$ cat src/rtl/layer0_input_quantizer_if.sv
// Stream bundle between the readout sample source, the layer-0 input
// quantizer and the layer-0 LUT neurons. The slave side is the
// quantizer. The master side is whoever drives samples and consumes frames.
interface layer0_input_quantizer_if #(
    parameter int DW = 16,
    parameter int QB = 2,
    parameter int NF = 3
);
    logic signed [DW-1:0]    s_data;
    logic                    s_valid;
    logic                    s_last;
    logic                    s_ready;
    logic [NF*QB-1:0]        m_data;
    logic                    m_valid;
    logic                    m_ready;

    modport master (
        output s_data, s_valid, s_last, m_ready,
        input  s_ready, m_data, m_valid
    );

    modport slave (
        input  s_data, s_valid, s_last, m_ready,
        output s_ready, m_data, m_valid
    );
endinterface

$ cat src/rtl/layer0_input_quantizer.sv
// layer0_input_quantizer: quantizes signed readout samples to QB-bit codes
// and packs NF of them into one frame for the layer-0 LUT neurons.
// Optional feature: define LAYER0_IN_SAT_CNT_EN to add the sat_cnt port,
// a saturating count of accepted samples that had to be clamped.
module layer0_input_quantizer #(
    parameter int DW    = 16,
    parameter int QB    = 2,
    parameter int NF    = 3,
    parameter int SHIFT = 12
) (
    input  logic clk,
    input  logic rst,
    layer0_input_quantizer_if.slave bus,
    output logic frame_err
`ifdef LAYER0_IN_SAT_CNT_EN
    ,
    output logic [15:0] sat_cnt
`endif
);

    localparam int CW = (NF > 1) ? $clog2(NF) : 1;
    localparam logic signed [DW:0] OFFSET = $signed((DW + 1)'(2 ** (QB - 1)));
    localparam logic signed [DW:0] MAXC   = $signed((DW + 1)'(2 ** QB - 1));

    typedef enum logic {
        EMPTY = 1'b0,
        FULL  = 1'b1
    } out_state_t;

    out_state_t          state;
    out_state_t          state_next;
    logic [CW-1:0]       cnt;
    logic [NF*QB-1:0]    fill;
    logic [NF*QB-1:0]    frame_next;
    logic [NF*QB-1:0]    m_data_q;
    logic signed [DW:0]  shifted;
    logic signed [DW:0]  t;
    logic [QB-1:0]       code;
    logic                last_slot;
    logic                m_valid_int;
    logic                accept;
    logic                complete;
    logic                misalign;
    logic                drain;

    assign m_valid_int = (state == FULL);
    assign last_slot   = (cnt == CW'(NF - 1));
    assign bus.s_ready = !rst && !(last_slot && m_valid_int && !bus.m_ready);
    assign accept      = bus.s_valid && bus.s_ready;
    assign complete    = accept && last_slot && bus.s_last;
    assign misalign    = accept && (last_slot != bus.s_last);
    assign drain       = m_valid_int && bus.m_ready;
    assign bus.m_valid = m_valid_int;
    assign bus.m_data  = m_data_q;

    // Scale the sample down, recentre it on the code range and clamp it.
    always_comb begin
        shifted = $signed({bus.s_data[DW-1], bus.s_data}) >>> SHIFT;
        t       = shifted + OFFSET;
        code    = '0;
        if (t[DW]) begin
            code = '0;
        end else if (t > MAXC) begin
            code = '1;
        end else begin
            code = t[QB-1:0];
        end
    end

    // The fill register with the current sample's code dropped into slot cnt.
    always_comb begin
        frame_next = fill;
        frame_next[int'(cnt)*QB +: QB] = code;
    end

    // Output register state: holds a frame until the consumer takes it.
    always_ff @(posedge clk or posedge rst) begin
        if (rst) begin
            state <= EMPTY;
        end else begin
            state <= state_next;
        end
    end

    // EMPTY/FULL transitions; a drain and a new frame in one cycle stays FULL.
    always_comb begin
        state_next = state;
        case (state)
            EMPTY:   if (complete) state_next = FULL;
            FULL:    if (drain && !complete) state_next = EMPTY;
            default: state_next = EMPTY;
        endcase
    end

    // Slot filling, frame hand-off and misaligned-frame discard.
    always_ff @(posedge clk or posedge rst) begin
        if (rst) begin
            cnt       <= '0;
            fill      <= '0;
            m_data_q  <= '0;
            frame_err <= 1'b0;
        end else begin
            frame_err <= misalign;
            if (accept) begin
                if (complete) begin
                    m_data_q <= frame_next;
                    cnt      <= '0;
                end else if (misalign) begin
                    cnt      <= '0;
                end else begin
                    fill     <= frame_next;
                    cnt      <= cnt + CW'(1);
                end
            end
        end
    end

`ifdef LAYER0_IN_SAT_CNT_EN
    logic saturated;

    assign saturated = t[DW] || (t > MAXC);

    // Count accepted samples that were clamped, sticking at all-ones.
    always_ff @(posedge clk or posedge rst) begin
        if (rst) begin
            sat_cnt <= '0;
        end else if (accept && saturated && (sat_cnt != 16'hFFFF)) begin
            sat_cnt <= sat_cnt + 16'd1;
        end
    end
`endif

endmodule

$ cat src/flat_wrapper.sv
// flat-port wrapper written by rule: the top's interface ports become plain ports
module layer0_input_quantizer_flat 
#(
    parameter int DW    = 16,
    parameter int QB    = 2,
    parameter int NF    = 3,
    parameter int SHIFT = 12
)
  (clk, rst, frame_err, bus_s_data, bus_s_valid, bus_s_last, bus_m_ready, bus_s_ready, bus_m_data, bus_m_valid);
  layer0_input_quantizer_if #(.DW(DW), .QB(QB), .NF(NF)) bus_i ();
  input  logic clk;
  input  logic rst;
  output logic frame_err;
  input wire logic [$bits(bus_i.s_data)-1:0] bus_s_data;
  input wire logic [$bits(bus_i.s_valid)-1:0] bus_s_valid;
  input wire logic [$bits(bus_i.s_last)-1:0] bus_s_last;
  input wire logic [$bits(bus_i.m_ready)-1:0] bus_m_ready;
  output wire logic [$bits(bus_i.s_ready)-1:0] bus_s_ready;
  output wire logic [$bits(bus_i.m_data)-1:0] bus_m_data;
  output wire logic [$bits(bus_i.m_valid)-1:0] bus_m_valid;
  assign bus_i.s_data = bus_s_data;
  assign bus_i.s_valid = bus_s_valid;
  assign bus_i.s_last = bus_s_last;
  assign bus_i.m_ready = bus_m_ready;
  assign bus_s_ready = bus_i.s_ready;
  assign bus_m_data = bus_i.m_data;
  assign bus_m_valid = bus_i.m_valid;
  layer0_input_quantizer #(.DW(DW), .QB(QB), .NF(NF), .SHIFT(SHIFT)) u_core (.clk(clk), .rst(rst), .bus(bus_i), .frame_err(frame_err));
endmodule
$ cat config.mk
export PLATFORM = sky130hd
export DESIGN_NAME = layer0_input_quantizer_flat
export DESIGN_NICKNAME = d
export VERILOG_FILES = /design/src/rtl/layer0_input_quantizer_if.sv /design/src/rtl/layer0_input_quantizer.sv /design/src/flat_wrapper.sv
export SDC_FILE = /design/constraint.sdc
export NUM_CORES = 1
export LEC_CHECK = 0
export ABC_CLOCK_PERIOD_IN_PS = 1750
export CORE_MARGIN = 2
export CORE_UTILIZATION = 41
export DETAILED_ROUTE_END_ITERATION = 16
export GPL_ROUTABILITY_DRIVEN = 0
export PLACE_DENSITY = 0.8
export SYNTH_ARGS = -nofsm -noshare
export SYNTH_HDL_FRONTEND = slang
export SYNTH_SLANG_ARGS = --single-unit
$ cat constraint.sdc
create_clock -name clk -period 1.75 [get_ports clk]
set_input_delay 0.4375 -clock clk [delete_from_list [all_inputs] [get_ports clk]]
set_output_delay 0.4375 -clock clk [all_outputs]
set_load 0.02 [all_outputs]
-- Yosys cells after proc, flatten, opt, wreduce, memory -nomap -nowiden
Cells that the tools add are included.
- flip-flop bits (word level): 16
- input port bits: 21
- output and inout bits: 9
- logic and storage cells: 39
- add/subtract/negate cells: 3
- order comparisons: 1
- equality and inequality tests: 2
- shifts and indexed selects: 2
- muxes and demuxes: 8
- bitwise operators: 3
- reductions and logical operators: 15
- operators with widths (cell ; number):
    3-bit negator with 33-bit output ; 1
    2-bit by 33-bit variable shift with 6-bit output (first input constant) ; 1
    2-bit by 33-bit variable part select with 6-bit output ; 1
    17-bit by 3-bit greater-than comparator with 1-bit output (second input constant) ; 1
    1-bit logical AND ; 9
    2-bit two-way mux ; 4
    6-bit bitwise mux ; 1
    4-bit by 3-bit adder with 5-bit output (second input constant) ; 1
    1-bit zero test ; 4
    1-bit NOT ; 3
    3-bit AND reduction ; 1
    2-bit by 1-bit adder with 2-bit output (second input constant) ; 1
    2-bit == test (second input constant) ; 1
    1-bit two-way mux ; 2
    1-bit one-hot mux with 2 select lines ; 1
    2-bit AND reduction ; 1
    1-bit != test ; 1

-- Logic depth before layout (Yosys ltp)
- depth after elaboration: 12
- gate-level depth with buffers: 5
- depth with buffers taken out: 5

-- Worst setup path before layout
No wires, ideal clock.
- path type: reg-to-reg
- start point: register u_core.cnt[0]
- end point: register u_core.m_data_q[0] (netlist: u_core.bus.m_data[0])
- library setup time: 0.125 ns
- data arrival time: 1.645 ns
- data required time: 1.625 ns
- path slack: -0.020 ns
- stages on the path, launching flop included: 6
- buffers on the path: 0
- period minus slack after synthesis: 1.770 ns
- cell sequence: dfrtp_1 > inv_1 > ha_1 > nand2_2 > nor3_4 > mux2_4
- longest elaborated chain between the ends: 9
- elaborated cells on any way between the ends: 13
- those cells by class: add/sub (1); eq/ne (1); shift (2); mux (1); reduce/logical (8)
- ends and longest elaborated chain (item ; line ; text):
    from (decl) ; layer0_input_quantizer.sv:32 ; logic [CW-1:0] cnt;
    from (signal assigned) ; layer0_input_quantizer.sv:112 ; cnt <= cnt + CW'(1);
    branches (longest 9 deep; another with 3-bit negator with 33-bit output) ; - ;
    to (signal assigned) ; layer0_input_quantizer.sv:106 ; m_data_q <= frame_next;
    to (decl) ; layer0_input_quantizer.sv:35 ; logic [NF*QB-1:0] m_data_q;
Several ways; the timed one is not identified.
A chain may end at the register's enable or synchronous reset.

-- Final worst setup path
- start point: register u_core.m_data_q[1] (netlist: u_core.bus.m_data[1])
- end point: output port bus_m_data[1]
- RTL lines (item ; line ; text):
    to (decl) ; flat_wrapper.sv:19 ; output wire logic [$bits(bus_i.m_data)-1:0] bus_m_data;
No word-level cell between the ends.

==> flow_summary.ini <==
[final_layout]
fin_cells = 147
final_common_cell = buf_4
fin_nets = 148
drive_gt1_share_pct = 39.5
final_cell_mix = buf_4 (18), dfrtp_1 (16), clkdlybuf4s50_1 (11)
num_antenna_cells = 0
nFillCells = 183
syn2layout_area_growth_pct = 46.2

[global_route]
grt_pass1_vias = 854
antenna_found_initial = 0
grt_pass1_wl_um = 3860
grtUsageTotal_pct = 19.5
grt_max_degree = 11
overflow = 0

[die]
core_region_area_um2 = 2230
dieArea_um2 = 2800
start_util_pct = 44.0
die_y_um = 52.9
boundaryPins = 30
rows = 17
die_w_um = 52.9

[synth]
synth_area_leaders = dfrtp_1 (41%), mux2_4 (9.2%), ha_1 (8.9%)
yosysWarnings = 0
synthesis.nets = 106
synth_edf_count = 0
yosysUniqueCellTypes = 26
ys_seq_area_share_pct = 40.8
yosys.area.top_type = dfrtp_1
synth_area_per_cell_um2 = 12.6
syn_inst = 78
ys_ff_latch = 16
synth-main-ff-cell = dfrtp_1
synthArstFlopShare_pct = 100
synth_top_area_share_pct = 40.8
syn_area_um2 = 982

[clock_tree]
cts_sinks = 16
cts_root_buffer = clkbuf_4
insertion_delay_ns = 0.30
clk_pin_slew_ns = 0.10
cts_made_buffers = 3
cts-htree-levels = 1
cts_tree = done
clk_path_buf_depth = 2

[timing]
fmax_mhz = 582
setup_violations = 0
setup_slack_ns = 0.0311
fin_crit_ns = 1.72
worst_slew_pin_slew_ns = 0.359
rsz0062_at_grt = true
finClkSkew_ns = 0.00202
finalMaxSlewViolations = 0
fin_crit_sh_pct = 98.2
hold_violations = 0
maxSlewHeadroom_pct = 75.7

[routing]
drtIter0Drc = 4
wire_per_inst_um = 15.9
dr.pass1.iters = 4
drt_wl_total_um = 2340
viasPerCell = 5.33
final_antenna_net_count = 0
vias = 784
drc_errors = 0

[critical_path]
setup.worst_path.end_class = primary output
path_cells = clkdlybuf4s50_1
critical_path.top_delay_family = buffers and inverters
crit_buf_inv = 1
path_class = reg2out
cp_max_fo = 2
worstPathRequired_ns = 1.31
cpMaxStageDelayCell = clkdlybuf4s50_1
crit_arrival_ns = 1.28
cp-start-kind = flip-flop
slowest_delay_ns = 0.62

[place]
hpwl_um = 1690
dp_cells = 142
place_ws_ns = -0.557
io_buffers = 17

[power]
peakVddDrop_uv = 506
power_density_nw_per_um2 = 803
p_leak_nw = 0.696

[run]
drv_cap = 0

[worst_hold_path]
hold_class = in2async

[run_status]
status = complete, no violations
==> repair_timing <==
action | in CTS | in global routing
buffers inserted | 1 | 0
hold buffers | 0 | 0
pin swaps | 4 | 4
endpoints found under the hold margin | 0 | 0
gates resized for setup | 12 | 6
cloned | 0 | 0
endpoints found under the setup margin | 7 | 7
==> per-stage QoR <==
step	setup TNS, ns	instance area, µm²	hold slack (ns)	utilization, %	power (mW)
after global placement	-4.34	1350	0.488	60.2	0.870
after floorplan	0	985	0.351	-	0.698
after detailed placement	-4.93	1350	0.493	60.2	0.888
final	0	1440	0.270	64.3	1.15
after CTS	0	1420	0.521	63.4	1.15
after global routing	-0.0292	1440	0.303	64.3	1.21
==> Yosys cell counts (all sizes together) (2+ instances only) <==
cell     number
nor4b         2
a22o          7
nor4bb        2
ha            7
nand2         4
o22ai         3
o41ai         3
inv           8
mux2          7
nand4bb       2
nor2b         2
dfrtp        16
nand2b        4
==> layer usage <==
layer	up-vias	part of all wire, %	track usage (%)
li1	371	-	-
met1	387	38	21.2
met2	22	54	37.3
met3	4	5.8	2.82
met4	0	1.4	7.69
met5	-	0	0
==> state kept, by name, indices dropped and copies added (netlist names) <==
register and flops:
u_core.bus.m_data 6, u_core.bus.m_valid 1, u_core.cnt 2, u_core.fill 6
u_core.frame_err 1
==> cell families after synthesis <==
group,synth area share (%)
and+or+nand+nor,22.8
AOI/OAI and AO/OA,13.2
DFF,40.8
buffers and inverters,3.06
muxes,10.3
adders and majority gates,8.92
xor gates and xnor gates,0.892
==> area by class of cell <==
class | count | area, µm² | share of cell area [%]
multi-input cells | 54 | 598 | 41.6
flip-flops and latches | 16 | 400 | 27.9
repair buffers | 37 | 337 | 23.4
clock buffers | 4 | 36.3 | 2.53
well taps | 28 | 35.0 | 2.44
inverters | 8 | 30.0 | 2.09
==> final timing paths <==
path / from / to / slack [ns] / depth (start not counted)
setup / recovery: u_core.bus.m_data[1]$_DFFE_PP0P_ / bus_m_data[1] / 0.03 / 1
hold / removal: rst / u_core.cnt[1]$_DFFE_PP0P_ / 0.27 / 4
setup reg to reg: u_core.cnt[1]$_DFFE_PP0P_ / u_core.bus.m_data[3]$_DFFE_PP0P_ / 0.06 / 7
hold reg to reg: u_core.fill[5]$_DFFE_PP0P_ / u_core.fill[5]$_DFFE_PP0P_ / 0.52 / 1
max in group asynchronous: rst / u_core.bus.m_data[3]$_DFFE_PP0P_ / 1.32 / 4
min in group clk: u_core.fill[5]$_DFFE_PP0P_ / u_core.fill[5]$_DFFE_PP0P_ / 0.52 / 1
==> power breakdown <==
| part | switching, mW | internal, mW | total [mW] |
|---|---|---|---|
| clock network | 0.127 | 0.127 | 0.254 |
| registers | 0.0297 | 0.419 | 0.449 |
| logic | 0.206 | 0.245 | 0.450 |
| total | 0.362 | 0.791 | 1.15 |
Note: power is estimated with default switching activity, not from simulation.
==> RTL change (same flow settings) <==
`DW` is set to 16 in 3 places; all go to 18.
--- a/src/rtl/layer0_input_quantizer_if.sv
+++ b/src/rtl/layer0_input_quantizer_if.sv
@@ -2,7 +2,7 @@
 // quantizer and the layer-0 LUT neurons. The slave side is the
 // quantizer. The master side is whoever drives samples and consumes frames.
 interface layer0_input_quantizer_if #(
-    parameter int DW = 16,
+    parameter int DW = 18,
     parameter int QB = 2,
     parameter int NF = 3
 );
--- a/src/rtl/layer0_input_quantizer.sv
+++ b/src/rtl/layer0_input_quantizer.sv
@@ -3,7 +3,7 @@
 // Optional feature: define LAYER0_IN_SAT_CNT_EN to add the sat_cnt port,
 // a saturating count of accepted samples that had to be clamped.
 module layer0_input_quantizer #(
-    parameter int DW    = 16,
+    parameter int DW    = 18,
     parameter int QB    = 2,
     parameter int NF    = 3,
     parameter int SHIFT = 12
--- a/src/flat_wrapper.sv
+++ b/src/flat_wrapper.sv
@@ -1,7 +1,7 @@
 // flat-port wrapper written by rule: the top's interface ports become plain ports
 module layer0_input_quantizer_flat 
 #(
-    parameter int DW    = 16,
+    parameter int DW    = 18,
     parameter int QB    = 2,
     parameter int NF    = 3,
     parameter int SHIFT = 12
Interface: changed (resized bus_s_data); port bits go from 30 to 32. No check against the original RTL was run, so the function may have changed too.
==> RTL change against the unedited design <==
- design area up 2.4%
- count of clock-buffer cells in the layout unchanged
- global-route usage about the same
- routed wire length up 17%
- clock power about the same
- the run now ends with negative setup slack left
- hold slack worse by 200 ps
- area after synthesis down 8.8%
- worst setup slack worse by 48 ps
- critical endpoint is now bus_m_valid
- sequential cell count unchanged
- die area down 8.1%
- total power up 0.90%
==> RTL change: results (changes against the unedited design) <==
outcome = complete, but fails checks (was finished, final reports clean)
failing checks = negative setup slack
sum of negative setup slack = -17.1 ps (was 0 ps)
met3 usage in global routing = 0.0268 (was 0.0282)
met3 wire len = 142 um (was 135 um)
CP endpoint = bus_m_valid (was bus_m_data[1])
postcts setup bufs = 0 (was 1)
Placed Cells incl. Taps = 144 (was 142)
slowest stage delay, CP = 650 ps (was 620 ps)
final worst slack = -17.1 ps (was 31.1 ps)
synthesized-area fraction occupied by adder cells = 0.0978 (was 0.0892)
Clock Skew = 8.88 ps (was 2.02 ps)
wl on met1 = 1110 um (was 896 um)
grt met2 use = 0.329 (was 0.373)
# resized after CTS = 22 (was 12)
Synth Area in XOR/XNOR = 0.0293 (was 0.00892)
Peak VDD IR = 0.000527 V (was 0.000506 V)
Reg-to-Reg End = u_core.bus.m_data[0] (was u_core.bus.m_data[3])
Finish-stage setup viols = 1 (was 0)
post-route insts no fill = 154 (was 147)
pre-CTS WS = -805 ps (was -557 ps)
commonest cells in the netlist = 16 x dfrtp_1, 8 x nand2_1, 7 x ha_1 (was 16 x dfrtp_1, 8 x inv_1, 7 x a22o_1, 7 x ha_1, 6 x mux2_4)
post-synthesis compound-gate area fraction = 0.177 (was 0.132)
port bufs = 19 (was 17)
register area share after synthesis = 0.447 (was 0.408)
Synthesized Nets = 114 (was 106)
share of cells above drive strength 1 = 0.394 (was 0.395)
Worst setup startpoint = u_core.bus.m_valid (was u_core.bus.m_data[1])
DR WL/cell = 17.7 um (was 15.9 um)
## RTL change: cell count changes in the layout (fill, tap and decap cells not counted), sizes merged, moves of 4 or more
cell | unedited run | this run
a22o | 7 | 1
nand2 | 4 | 8
a221o | 0 | 6
buf | 21 | 25
mux2 | 7 | 1
a32o | 0 | 6
nor3b | 0 | 6
## RTL change: power by group through the flow
stage	Clock [W]	Combinational, W	Sequential [W]
2_1_floorplan	0	0.000159	0.000476
3_3_place_gp	0	0.000335	0.000451
3_5_place_dp	0	0.000353	0.000456
4_1_cts	0.000253	0.000358	0.000448
5_1_grt	0.000269	0.000489	0.000458
6_report	0.000254	0.000455	0.000454
## RTL change: final cells by class
| cell class | count | area (sq um) | share of cell area |
|---|---|---|---|
| Inverter | 5 | 18.8 | 0.0128 |
| Multi-Input combinational cell | 61 | 611 | 0.415 |
| Clock buffer | 4 | 36.3 | 0.0247 |
| Tap cell | 27 | 33.8 | 0.0230 |
| Sequential cell | 16 | 400 | 0.272 |
| Timing Repair Buffer | 41 | 372 | 0.253 |
